File: config.mk
export PLATFORM = sky130hd
export DESIGN_NAME = wb_stage
export DESIGN_NICKNAME = d
export VERILOG_FILES = /design/src/rtl/wb_stage.sv
export SDC_FILE = /design/constraint.sdc
export NUM_CORES = 1
export LEC_CHECK = 0
export CORE_UTILIZATION = 24
export CTS_CLUSTER_DIAMETER = 30
export DETAILED_ROUTE_END_ITERATION = 7
export PLACE_DENSITY = 0.52
export REMOVE_ABC_BUFFERS = 1
export SYNTH_ARGS = -nofsm -noshare
export SYNTH_HDL_FRONTEND = slang
export SYNTH_SLANG_ARGS = --single-unit
export TNS_END_PERCENT = 1
File: constraint.sdc
create_clock -name clk -period 2.5 [get_ports clk]
set_input_delay 0.5 -clock clk [delete_from_list [all_inputs] [get_ports clk]]
set_output_delay 0.5 -clock clk [all_outputs]
set_load 0.01 [all_outputs]
File: src/rtl/wb_stage.sv
// Write-back stage: selects ALU/load result, drives the ID register-file write port,
// keeps a forwarding copy of the last write, counts retired instructions and detects HALT.
//
// state   | meaning
// --------+--------------------------------------------------------------
// ST_RUN  | normal operation: instructions retire, write back and count
// ST_HALT | HALT retired; inputs ignored, no writes, counters frozen

module wb_stage #(
    parameter int ADDR_W = 5,
    parameter int D_W    = 32,
    parameter int CNT_W  = 16
) (
    input  logic              clk,
    input  logic              reset,
    input  logic              valid_f_mem,
    input  logic [5:0]        opcode_f_mem,
    input  logic [D_W-1:0]    alu_result_f_mem,
    input  logic [D_W-1:0]    mem_data_f_mem,
    input  logic [ADDR_W-1:0] rd_add_f_mem,
    input  logic              mem_read_f_mem,
    input  logic              mem_to_reg_f_mem,
    output logic              w_2_id,
    output logic [ADDR_W-1:0] addr_2_id,
    output logic [D_W-1:0]    write_data_2_id,
    output logic              fwd_valid,
    output logic [ADDR_W-1:0] fwd_addr,
    output logic [D_W-1:0]    fwd_data,
    output logic [CNT_W-1:0]  arith_cnt,
    output logic [CNT_W-1:0]  logic_cnt,
    output logic [CNT_W-1:0]  mem_cnt,
    output logic [CNT_W-1:0]  ctrl_cnt,
    output logic [CNT_W-1:0]  total_cnt,
    output logic              halted,
    output logic              illegal_op
);

    localparam logic [5:0] OP_LOGIC_LO = 6'h06;
    localparam logic [5:0] OP_MEM_LO   = 6'h0C;
    localparam logic [5:0] OP_LDW      = 6'h0C;
    localparam logic [5:0] OP_CTRL_LO  = 6'h0E;
    localparam logic [5:0] OP_HALT     = 6'h11;
    localparam logic [5:0] OP_ILL_LO   = 6'h12;
    localparam logic [5:0] OP_ILL_HI   = 6'h3E;
    localparam logic [5:0] OP_NOP      = 6'h3F;

    typedef enum logic {
        ST_RUN  = 1'b0,
        ST_HALT = 1'b1
    } state_t;

    state_t state_q, state_d;

    logic              w_q, w_d;
    logic [ADDR_W-1:0] addr_q, addr_d;
    logic [D_W-1:0]    data_q, data_d;
    logic              fwd_valid_q, fwd_valid_d;
    logic [ADDR_W-1:0] fwd_addr_q, fwd_addr_d;
    logic [D_W-1:0]    fwd_data_q, fwd_data_d;
    logic [CNT_W-1:0]  arith_q, arith_d;
    logic [CNT_W-1:0]  logic_q, logic_d;
    logic [CNT_W-1:0]  mem_q, mem_d;
    logic [CNT_W-1:0]  ctrl_q, ctrl_d;
    logic [CNT_W-1:0]  total_q, total_d;
    logic              illegal_q, illegal_d;

    logic           run;
    logic           retire;
    logic           do_write;
    logic           is_arith, is_logic, is_mem, is_ctrl, is_illegal;
    logic [D_W-1:0] wdata_sel;

    function automatic logic [CNT_W-1:0] sat_inc(input logic [CNT_W-1:0] c);
        return (&c) ? c : c + 1'b1;
    endfunction

    always_comb begin
        run        = (state_q == ST_RUN);
        retire     = valid_f_mem && run && (opcode_f_mem != OP_NOP);
        is_arith   = (opcode_f_mem < OP_LOGIC_LO);
        is_logic   = (opcode_f_mem >= OP_LOGIC_LO) && (opcode_f_mem < OP_MEM_LO);
        is_mem     = (opcode_f_mem >= OP_MEM_LO) && (opcode_f_mem < OP_CTRL_LO);
        is_ctrl    = (opcode_f_mem >= OP_CTRL_LO) && (opcode_f_mem <= OP_HALT);
        is_illegal = (opcode_f_mem >= OP_ILL_LO) && (opcode_f_mem <= OP_ILL_HI);
        // Stores, control ops and r0 destinations never reach the register file.
        do_write   = retire && mem_to_reg_f_mem && (rd_add_f_mem != '0)
                     && (opcode_f_mem <= OP_LDW);
        wdata_sel  = mem_read_f_mem ? mem_data_f_mem : alu_result_f_mem;
    end

    always_comb begin
        state_d     = state_q;
        w_d         = 1'b0;
        addr_d      = addr_q;
        data_d      = data_q;
        fwd_valid_d = fwd_valid_q;
        fwd_addr_d  = fwd_addr_q;
        fwd_data_d  = fwd_data_q;
        arith_d     = arith_q;
        logic_d     = logic_q;
        mem_d       = mem_q;
        ctrl_d      = ctrl_q;
        total_d     = total_q;
        illegal_d   = illegal_q;

        case (state_q)
            ST_RUN: begin
                if (do_write) begin
                    w_d         = 1'b1;
                    addr_d      = rd_add_f_mem;
                    data_d      = wdata_sel;
                    fwd_valid_d = 1'b1;
                    fwd_addr_d  = rd_add_f_mem;
                    fwd_data_d  = wdata_sel;
                end
                if (retire) begin
                    if (is_arith) arith_d = sat_inc(arith_q);
                    if (is_logic) logic_d = sat_inc(logic_q);
                    if (is_mem)   mem_d   = sat_inc(mem_q);
                    if (is_ctrl)  ctrl_d  = sat_inc(ctrl_q);
                    if (is_arith || is_logic || is_mem || is_ctrl)
                        total_d = sat_inc(total_q);
                    if (is_illegal)
                        illegal_d = 1'b1;
                    if (opcode_f_mem == OP_HALT)
                        state_d = ST_HALT;
                end
            end
            ST_HALT: begin
                state_d = ST_HALT;
            end
            default: begin
                state_d = ST_RUN;
            end
        endcase
    end

    always_ff @(posedge clk or negedge reset) begin
        if (!reset) begin
            state_q     <= ST_RUN;
            w_q         <= 1'b0;
            addr_q      <= '0;
            data_q      <= '0;
            fwd_valid_q <= 1'b0;
            fwd_addr_q  <= '0;
            fwd_data_q  <= '0;
            arith_q     <= '0;
            logic_q     <= '0;
            mem_q       <= '0;
            ctrl_q      <= '0;
            total_q     <= '0;
            illegal_q   <= 1'b0;
        end else begin
            state_q     <= state_d;
            w_q         <= w_d;
            addr_q      <= addr_d;
            data_q      <= data_d;
            fwd_valid_q <= fwd_valid_d;
            fwd_addr_q  <= fwd_addr_d;
            fwd_data_q  <= fwd_data_d;
            arith_q     <= arith_d;
            logic_q     <= logic_d;
            mem_q       <= mem_d;
            ctrl_q      <= ctrl_d;
            total_q     <= total_d;
            illegal_q   <= illegal_d;
        end
    end

    assign w_2_id          = w_q;
    assign addr_2_id       = addr_q;
    assign write_data_2_id = data_q;
    assign fwd_valid       = fwd_valid_q;
    assign fwd_addr        = fwd_addr_q;
    assign fwd_data        = fwd_data_q;
    assign arith_cnt       = arith_q;
    assign logic_cnt       = logic_q;
    assign mem_cnt         = mem_q;
    assign ctrl_cnt        = ctrl_q;
    assign total_cnt       = total_q;
    assign halted          = (state_q == ST_HALT);
    assign illegal_op      = illegal_q;

endmodule

Yosys cells after proc, flatten, opt, wreduce, memory -nomap -nowiden
Index checks and enable logic that the tools add are counted.

Bits in registers: 121. Logic and storage cells: 65.

Magnitude comparators: 10. Reduce and logical (&&, ||, !) cells: 25. Mux-type cells: 6. Bitwise gates (word level): 6. Equal/unequal tests: 2. $add $sub $neg: 5.

Operator list (number): $add 16x1->16 const B (5); $reduce_and 16->1 (5); $mux 32 (1); $reduce_and 4->1 (5); $ge 6x4->1 const B (2); $lt 6x4->1 const B (2); $logic_and 1x1->1 (9); $eq 6x5->1 const B (1); $ge 6x3->1 const B (1); $ge 6x5->1 const B (1); $le 6x4->1 const B (1); $le 6x5->1 const B (1); $le 6x6->1 const B (1); $lt 6x3->1 const B (1); $ne 6x6->1 const B (1); $not 1->1 (6); $reduce_bool 5->1 (1); $mux 1 (4); $logic_or 1x1->1 (3); $reduce_and 3->1 (1); $pmux 1 s2 (1); $reduce_and 2->1 (1).

Depth between registers and ports, before layout
Gate-level depths: netlist (run 1).

Word-level depth: 8. Mapped depth: 7.

Worst setup path before layout (run 1)
OpenSTA, ideal clock, no wires.

Path kind: flip-flop to flip-flop. Start: reg logic_q[0] (netlist: logic_cnt[0]). End: reg logic_q[1] (netlist: logic_cnt[1]). Cell stages (with the launch flop): 7. Library setup time: 0.125 ns. Slack: 0.470 ns. Clock period less this slack: 2.030 ns. Required time: 2.375 ns. Buffers on the path: 1. Arrival time: 1.906 ns. Cells stage by stage: dfrtp_1 > ha_1 > nand3_1 > or4_1 > clkbuf_1 > o21ai_1 > mux2_2.

Longest elaborated chain between the ends: 3. Elaborated cells between the ends (all ways): 4. Those cells by class: add/sub: 1; bitwise: 1; reduce/logical: 2.

RTL lines: start, declared (line 61) `logic [CNT_W-1:0] logic_q, logic_d;`; start signal, assigned (line 162) `logic_q <= logic_d;`; branches (longest 3 deep; another with $add 16x1->16).

Parallel ways; which one is timed is not known. A chain may end at the register's enable or synchronous reset.

Worst setup path after layout (run 1)
Start: in opcode_f_mem[5]. End: reg arith_q[14] (netlist: arith_cnt[14]).

Longest elaborated chain between the ends: 3. Elaborated cells between the ends (all ways): 4. Those cells by class: order compare: 1; eq/ne: 1; reduce/logical: 2.

RTL lines: start, declared (line 17) `input logic [5:0] opcode_f_mem,`; branches (longest 2 deep; another with $lt 6x3->1); $reduce_and 4->1 (no line) *; end signal, assigned (line 161) `arith_q <= arith_d;`; end, declared (line 60) `logic [CNT_W-1:0] arith_q, arith_d;`.

Every way passes the cells marked *.

==> results of run 1 <==
## routing by layer
| metal | part of all wire (%) | wire length (microns) | vias to the layer above | track usage, % |
|---|---|---|---|---|
| li1 | - | - | 2419 | - |
| met1 | 44 | 8212 | 2403 | 17.76 |
| met2 | 46 | 8518 | 183 | 22.23 |
| met3 | 8.9 | 1645 | 10 | 4.342 |
| met4 | 0.99 | 183 | 0 | 3.409 |
| met5 | 0 | 0 | - | 0 |
## through the flow
stage,TNS (ns),power [mW],instance area [sq um],instances,utilization (%)
after floorplan,-34.60,2.119,5902,493,-
after global placement,-0.01775,2.414,9002,1092,35.44
after detailed placement,-1.843,2.414,9002,1092,35.44
after CTS,0,5.036,9624,1124,37.89
after global routing,0,5.164,9624,1124,37.89
final,0,4.943,9624,1124,37.89
## kinds of logic (layout without fill, tap and decap cells)
logic type / after synthesis / in the layout / synth area share, %
AND/OR/NAND/NOR: 174 / 174 / 16.40
flip-flops: 121 / 121 / 48.40
multiplexers: 77 / 77 / 13.84
XOR/XNOR: 71 / 71 / 9.940
buffers and inverters: 64 / 310 / 6.200
AO/OA/AOI/OAI: 36 / 36 / 4.220
adder cells (fa/ha/maj): 5 / 5 / 1.000
## area by class of cell
class / count / area (sq um)
well taps: 330 / 412.9
inverters: 9 / 33.78
fillers: 2531 / 15780
multi-input cells: 363 / 2851
repair buffers: 269 / 2676
flip-flops and latches: 121 / 3028
clock inverters: 13 / 168.9
clock buffers: 19 / 452.9
## final timing paths
check / slack (ns) / cells past startpoint / to / startpoint
setup / recovery: 0.37 / 5 / arith_cnt[14]$_DFFE_PN0P_ / opcode_f_mem[5]
hold / removal: 0.05 / 2 / total_cnt[5]$_DFFE_PN0P_ / reset
setup reg to reg: 0.39 / 5 / logic_cnt[1]$_DFFE_PN0P_ / logic_cnt[0]$_DFFE_PN0P_
hold reg to reg: 0.48 / 1 / fwd_valid$_DFFE_PN0P_ / fwd_valid$_DFFE_PN0P_
max in group asynchronous: 2.08 / 2 / arith_cnt[8]$_DFFE_PN0P_ / reset
min in group clk: 0.48 / 1 / fwd_valid$_DFFE_PN0P_ / fwd_valid$_DFFE_PN0P_
## synthesized netlist by cell type (all sizes together) (4+ instances only)
cell type  count  area [sq um]
dfrtp        121          3028
mux2          76         855.8
xor2          52         455.4
buf           42         305.3
nand2         25         93.84
nand3         25         125.1
nand4         24         150.1
nor3          24         120.1
xnor2         19         166.4
nor4          17         127.6
nor2          15         56.30
clkbuf        13         48.80
inv            9         33.78
and3           8         50.05
o211ai         8         60.06
nor3b          7         52.55
a211oi         6         50.05
a21oi          6         33.78
and4           6         52.55
ha             5         62.56
nor4b          5         65.06
o21ai          5         28.77
or2            4         25.03
## state kept, by name (all words and copies together) (netlist names)
register,flops
arith_cnt,16
ctrl_cnt,16
fwd_addr,5
fwd_data,32
fwd_valid,1
halted,1
illegal_op,1
logic_cnt,16
mem_cnt,16
total_cnt,16
w_2_id,1
## power by group through the flow
stage	logic [mW]	registers, mW	clock network, mW
final	0.367	2.00	2.57
after detailed placement	0.374	2.04	0
after global routing	0.399	2.01	2.76
after CTS	0.376	2.00	2.66
after global placement	0.374	2.04	0
after floorplan	0.0706	2.05	0
## layout by cell type (no fill, tap or decap), types with 6 or more instances in the layout
| cell | instances |
|---|---|
| clkdlybuf4s50_1 | 236 |
| dfrtp_1 | 121 |
| mux2_2 | 75 |
| xor2_1 | 52 |
| buf_4 | 27 |
| nand3_1 | 25 |
| nand2_1 | 25 |
| nor3_1 | 24 |
| nand4_1 | 24 |
| xnor2_1 | 19 |
| clkbuf_16 | 17 |
| nor2_1 | 15 |
| nor4_1 | 15 |
| inv_1 | 9 |
| o211ai_1 | 8 |
| and3_1 | 8 |
| nor3b_1 | 7 |
| and4_1 | 6 |
==> results.py, run 1 <==
metrics = {
    "outcome": {
        "status": "complete, no violations",
    },
    "cts": {
        "htreeDepth": 4,
        "clock-root-buffer": "clkbuf_16",
        "cts_tree": "yes",
        "post_cts_resized": 0,
        "cts_max_path_buffers": 2,
        "cts_setup_buffers": 0,
        "clock_latency_ns": 0.41,
        "cts_buffers": 17,
        "cts_sinks": 121,
        "clkSlewWorstSetupHoldPaths_ns": 0.06,
        "cts_hold_buf": 0,
    },
    "power_and_ir_drop": {
        "leakage_nw": 4.203,
        "power_frac_clock_pct": 52.0,
        "power.internal_mw": 3.839,
        "power_density_mw_per_mm2": 513.6,
        "power.switching_mw": 1.104,
        "power_frac_comb_pct": 7.4,
        "p_sw_share_pct": 22.33,
        "ir_worst_vdd_mv": 0.3620,
        "p_seq_share_pct": 40.5,
    },
    "floorplan": {
        "core_area_sq_mm": 0.02540,
        "die_h_microns": 163.5,
        "row_count": 58,
        "dieArea_sq_mm": 0.02672,
        "io_pins": 238,
        "initial_utilization_pct": 24.63,
        "dieWidth_microns": 163.5,
    },
    "sta": {
        "slew_viol_final": 0,
        "hold_ws_ns": 0.05340,
        "hold_viol_final": 0,
        "relSlewSlack_pct": 46.00,
        "worst_slew_pin_slew_ns": 0.7999,
        "fmax_mhz": 468.5,
        "setup-violations-final": 0,
        "post-route-period-util_pct": 85.39,
        "rsz0062_at_grt": "false",
        "clock_skew_ns": 0.008069,
        "period_needed_ns": 2.135,
        "finalWorstSetupSlack_ns": 0.3654,
    },
    "drt": {
        "drt_iter0_markers": 202,
        "dr_total_vias": 5015,
        "wl_per_cell_microns": 16.51,
        "drtAntennaViolNets": 0,
        "vias_per_cell": 4.462,
        "routed_wl_mm": 18.56,
        "drc_errors": 0,
        "dr.pass1.iters": 4,
    },
    "worst_setup_path": {
        "path_buf_inv": 1,
        "critPathTopFamily": "simple AND/OR/NAND/NOR gates",
        "cp-start-kind": "primary input",
        "critPathMaxStageDelay_ns": 0.62,
        "cp_data_arrival_time_ns": 2.42,
        "cp_data_required_time_ns": 2.78,
        "crit_chain": "clkdlybuf4s50_1 -> or4b_4 -> nor4_4 -> nand4_1 -> mux2_1",
        "crit_fanout": 5,
        "crit_path_end_kind": "flop",
        "slowest_stage": "or4b_4",
        "critPathKind": "in -> reg",
    },
    "logic_synthesis": {
        "synth_cells": 548,
        "synth_edf_count": 0,
        "synth_warnings": 0,
        "synth-async-reset-ratio_pct": 100.0,
        "synth_seq_cells": 121,
        "syn_area_sq_mm": 0.006256,
        "synth_cell_types": 51,
        "syn_area_per_cell_sq_um": 11.42,
        "yosysSeqAreaShare_pct": 48.40,
        "synth-main-ff-cell": "dfrtp_1",
    },
    "placed_design": {
        "portBuffers": 237,
        "dp_slack_ns": -0.06237,
        "place.gp.congestion": 0.7681,
        "place_hpwl_mm": 14.11,
    },
    "global_route": {
        "antenna_found_initial": 0,
        "grt_pass1_vias": 4988,
        "grt_pass1_wl_mm": 28.20,
        "grtUsageTotal_pct": 13.77,
        "grt_max_degree": 70,
        "grt_remaining_overflow": 0,
    },
    "layout": {
        "drive_above_1_share_pct": 19.27,
        "nNetsFinal": 866,
        "synthToLayoutAreaGrowth_pct": 53.84,
        "antenna_cells": 0,
    },
    "run": {
        "cap_violations": 0,
    },
    "min_path": {
        "hp-class": "in -> async",
    },
}
Power figures use the tool's default switching activity.
==> inputs of run 2 (changes only) <==
Settings changed: DONT_BUFFER_PORTS set to 1, PLACE_DENSITY 0.52 to 0.4.
==> results.py, run 2 (synthesized netlist as in run 1, its figures left out) <==
metrics = {
    "sta": {
        "fin_tns_setup_ns": 0,
        "hold_ws_ns": -0.2285,
        "worst_slew_pin_slew_ns": 0.7485,
        "setup-violations-final": 0,
        "relSlewSlack_pct": 49.88,
        "rsz0062_at_grt": "false",
        "hold_viol_final": 121,
        "slew_viol_final": 0,
        "clock_skew_ns": 0.007906,
        "post-route-period-util_pct": 85.44,
        "period_needed_ns": 2.136,
        "fmax_mhz": 468.2,
    },
    "drt": {
        "drtAntennaViolNets": 0,
        "m1WireLength_mm": 6.385,
        "dr_wl_met3_mm": 1.733,
        "wl_per_cell_microns": 19.66,
        "vias_per_cell": 4.807,
        "top_layer": "met4",
        "met2_length_mm": 8.758,
        "dr.pass1.iters": 4,
        "drc_errors": 0,
        "routed_wl_mm": 17.03,
        "drt_iter0_markers": 180,
        "dr_total_vias": 4163,
    },
    "cts": {
        "cts_buffers": 17,
        "cts_setup_buffers": 0,
        "clock_latency_ns": 0.42,
        "clock-root-buffer": "clkbuf_16",
        "cts_sinks": 121,
        "post_cts_resized": 0,
        "htreeDepth": 4,
        "cts_max_path_buffers": 2,
        "cts_tree": "yes",
        "clkSlewWorstSetupHoldPaths_ns": 0.06,
    },
    "power_and_ir_drop": {
        "power_density_mw_per_mm2": 655.5,
        "power.internal_mw": 3.526,
        "power_frac_clock_pct": 54.1,
        "finalPower_mw": 4.596,
        "leakage_nw": 3.214,
        "power.switching_mw": 1.070,
        "ir_worst_vdd_mv": 0.2925,
        "p_sw_share_pct": 23.28,
        "p_seq_share_pct": 44.1,
        "power_frac_comb_pct": 1.8,
    },
    "global_route": {
        "grt_max_degree": 122,
        "grtUsageTotal_pct": 12.73,
        "antenna_found_initial": 0,
        "grt_pass1_vias": 4237,
        "grt_pass1_wl_mm": 25.32,
        "grt_remaining_overflow": 0,
    },
    "worst_setup_path": {
        "r2r-end": "logic_cnt[1]$_DFFE_PN0P_",
        "crit_chain": "or4b_4 -> a21oi_2 -> o21ai_1 -> mux2_2",
        "crit_path_end_kind": "flop",
        "critPathTopFamily": "simple AND/OR/NAND/NOR gates",
        "crit_fanout": 10,
        "cp_data_required_time_ns": 2.81,
        "cp-start-kind": "flop",
        "critPathKind": "reg -> reg",
        "slowest_stage": "or4b_4",
        "r2r_start": "halted$_DFF_PN0_",
        "reg2reg_setup_slack_ns": 0.36,
        "critPathMaxStageDelay_ns": 0.64,
        "r2r_cells": 4,
        "cp_data_arrival_time_ns": 2.44,
        "path_buf_inv": 0,
    },
    "run": {
        "cap_violations": 0,
    },
    "layout": {
        "largest_register_ffs": 32,
        "instances_no_fill": 866,
        "antenna_cells": 0,
        "nNetsFinal": 608,
        "final_cell_mix": "dfrtp_1, mux2_2, xor2_1",
        "synthToLayoutAreaGrowth_pct": 12.08,
        "final_common_cell": "dfrtp_1",
        "drive_above_1_share_pct": 24.25,
    },
    "outcome": {
        "violations": "hold timing",
        "status": "finished, violations left",
    },
    "placed_design": {
        "dp.cells": 834,
        "place.gp.congestion": 0.7763,
        "portBuffers": 0,
        "place_hpwl_mm": 12.81,
    },
    "floorplan": {
        "io_pins": 238,
        "dieArea_sq_mm": 0.02672,
        "dieWidth_microns": 163.5,
        "core_area_sq_mm": 0.02540,
        "row_count": 58,
        "die_h_microns": 163.5,
        "initial_utilization_pct": 24.63,
    },
    "min_path": {
        "hp-class": "in -> async",
    },
}
run 2: cell count changes in the layout (fill, tap and decap cells not counted), moves of 2 or more:
cell and delta:
clkdlybuf4s50_1 -236, buf_4 -17, buf_12 -4, inv_6 +4
clkbuf_8 -2
run 2: worst max-delay path by stage:
| stage | start | cells after the start | endpoint | slack (ns) |
|---|---|---|---|---|
| 2_1_floorplan | opcode_f_mem[5] | 4 | fwd_addr[0]$_DFFE_PN0P_ | -0.90 |
| 3_5_place_dp | halted$_DFF_PN0_ | 4 | arith_cnt[14]$_DFFE_PN0P_ | 0.36 |
| 3_3_place_gp | halted$_DFF_PN0_ | 4 | arith_cnt[14]$_DFFE_PN0P_ | 0.39 |
| 5_1_grt | ctrl_cnt[0]$_DFFE_PN0P_ | 6 | ctrl_cnt[6]$_DFFE_PN0P_ | 0.21 |
| 6_report | halted$_DFF_PN0_ | 4 | logic_cnt[1]$_DFFE_PN0P_ | 0.36 |
| 4_1_cts | halted$_DFF_PN0_ | 4 | arith_cnt[14]$_DFFE_PN0P_ | 0.35 |
run 2: area by class of cell:
| cell class | instances | area (sq um) |
|---|---|---|
| fill | 2619 | 18390 |
| inverter | 9 | 33.78 |
| multi-input combinational | 363 | 2851 |
| timing repair buffer | 11 | 95.09 |
| clock buffer | 18 | 429.2 |
| clock inverter | 14 | 161.4 |
| sequential | 121 | 3028 |
| tap | 330 | 412.9 |
run 2: stage by stage:
stage / area, sq um / util [%] / setup WS [ns]
floorplan: 5902 / - / -0.8989
global placement: 6421 / 25.28 / 0.3936
detailed placement: 6421 / 25.28 / 0.3575
global route: 7012 / 27.61 / 0.2111
CTS: 7012 / 27.61 / 0.3507
finish: 7012 / 27.61 / 0.3640
run 2: per-layer routing:
metal	vias up	GRT usage [%]
met5	-	0
met4	0	3.451
met3	11	5.942
met2	211	22.55
met1	2025	13.44
li1	1916	-
run 2: power by group through the flow:
stage,sequential [mW],combinational (mW),clock [mW]
floorplan,2.05,0.0706,0
global placement,2.06,0.0810,0
detailed placement,2.06,0.0830,0
CTS,2.03,0.0833,2.60
global route,2.03,0.0903,2.68
finish,2.03,0.0826,2.49
==> inputs of run 3 (changes only) <==
Settings changed: TNS_END_PERCENT 1 to 10.
==> results of run 3 <==
The final DEF is identical to that of run 2; final timing and power are the same.
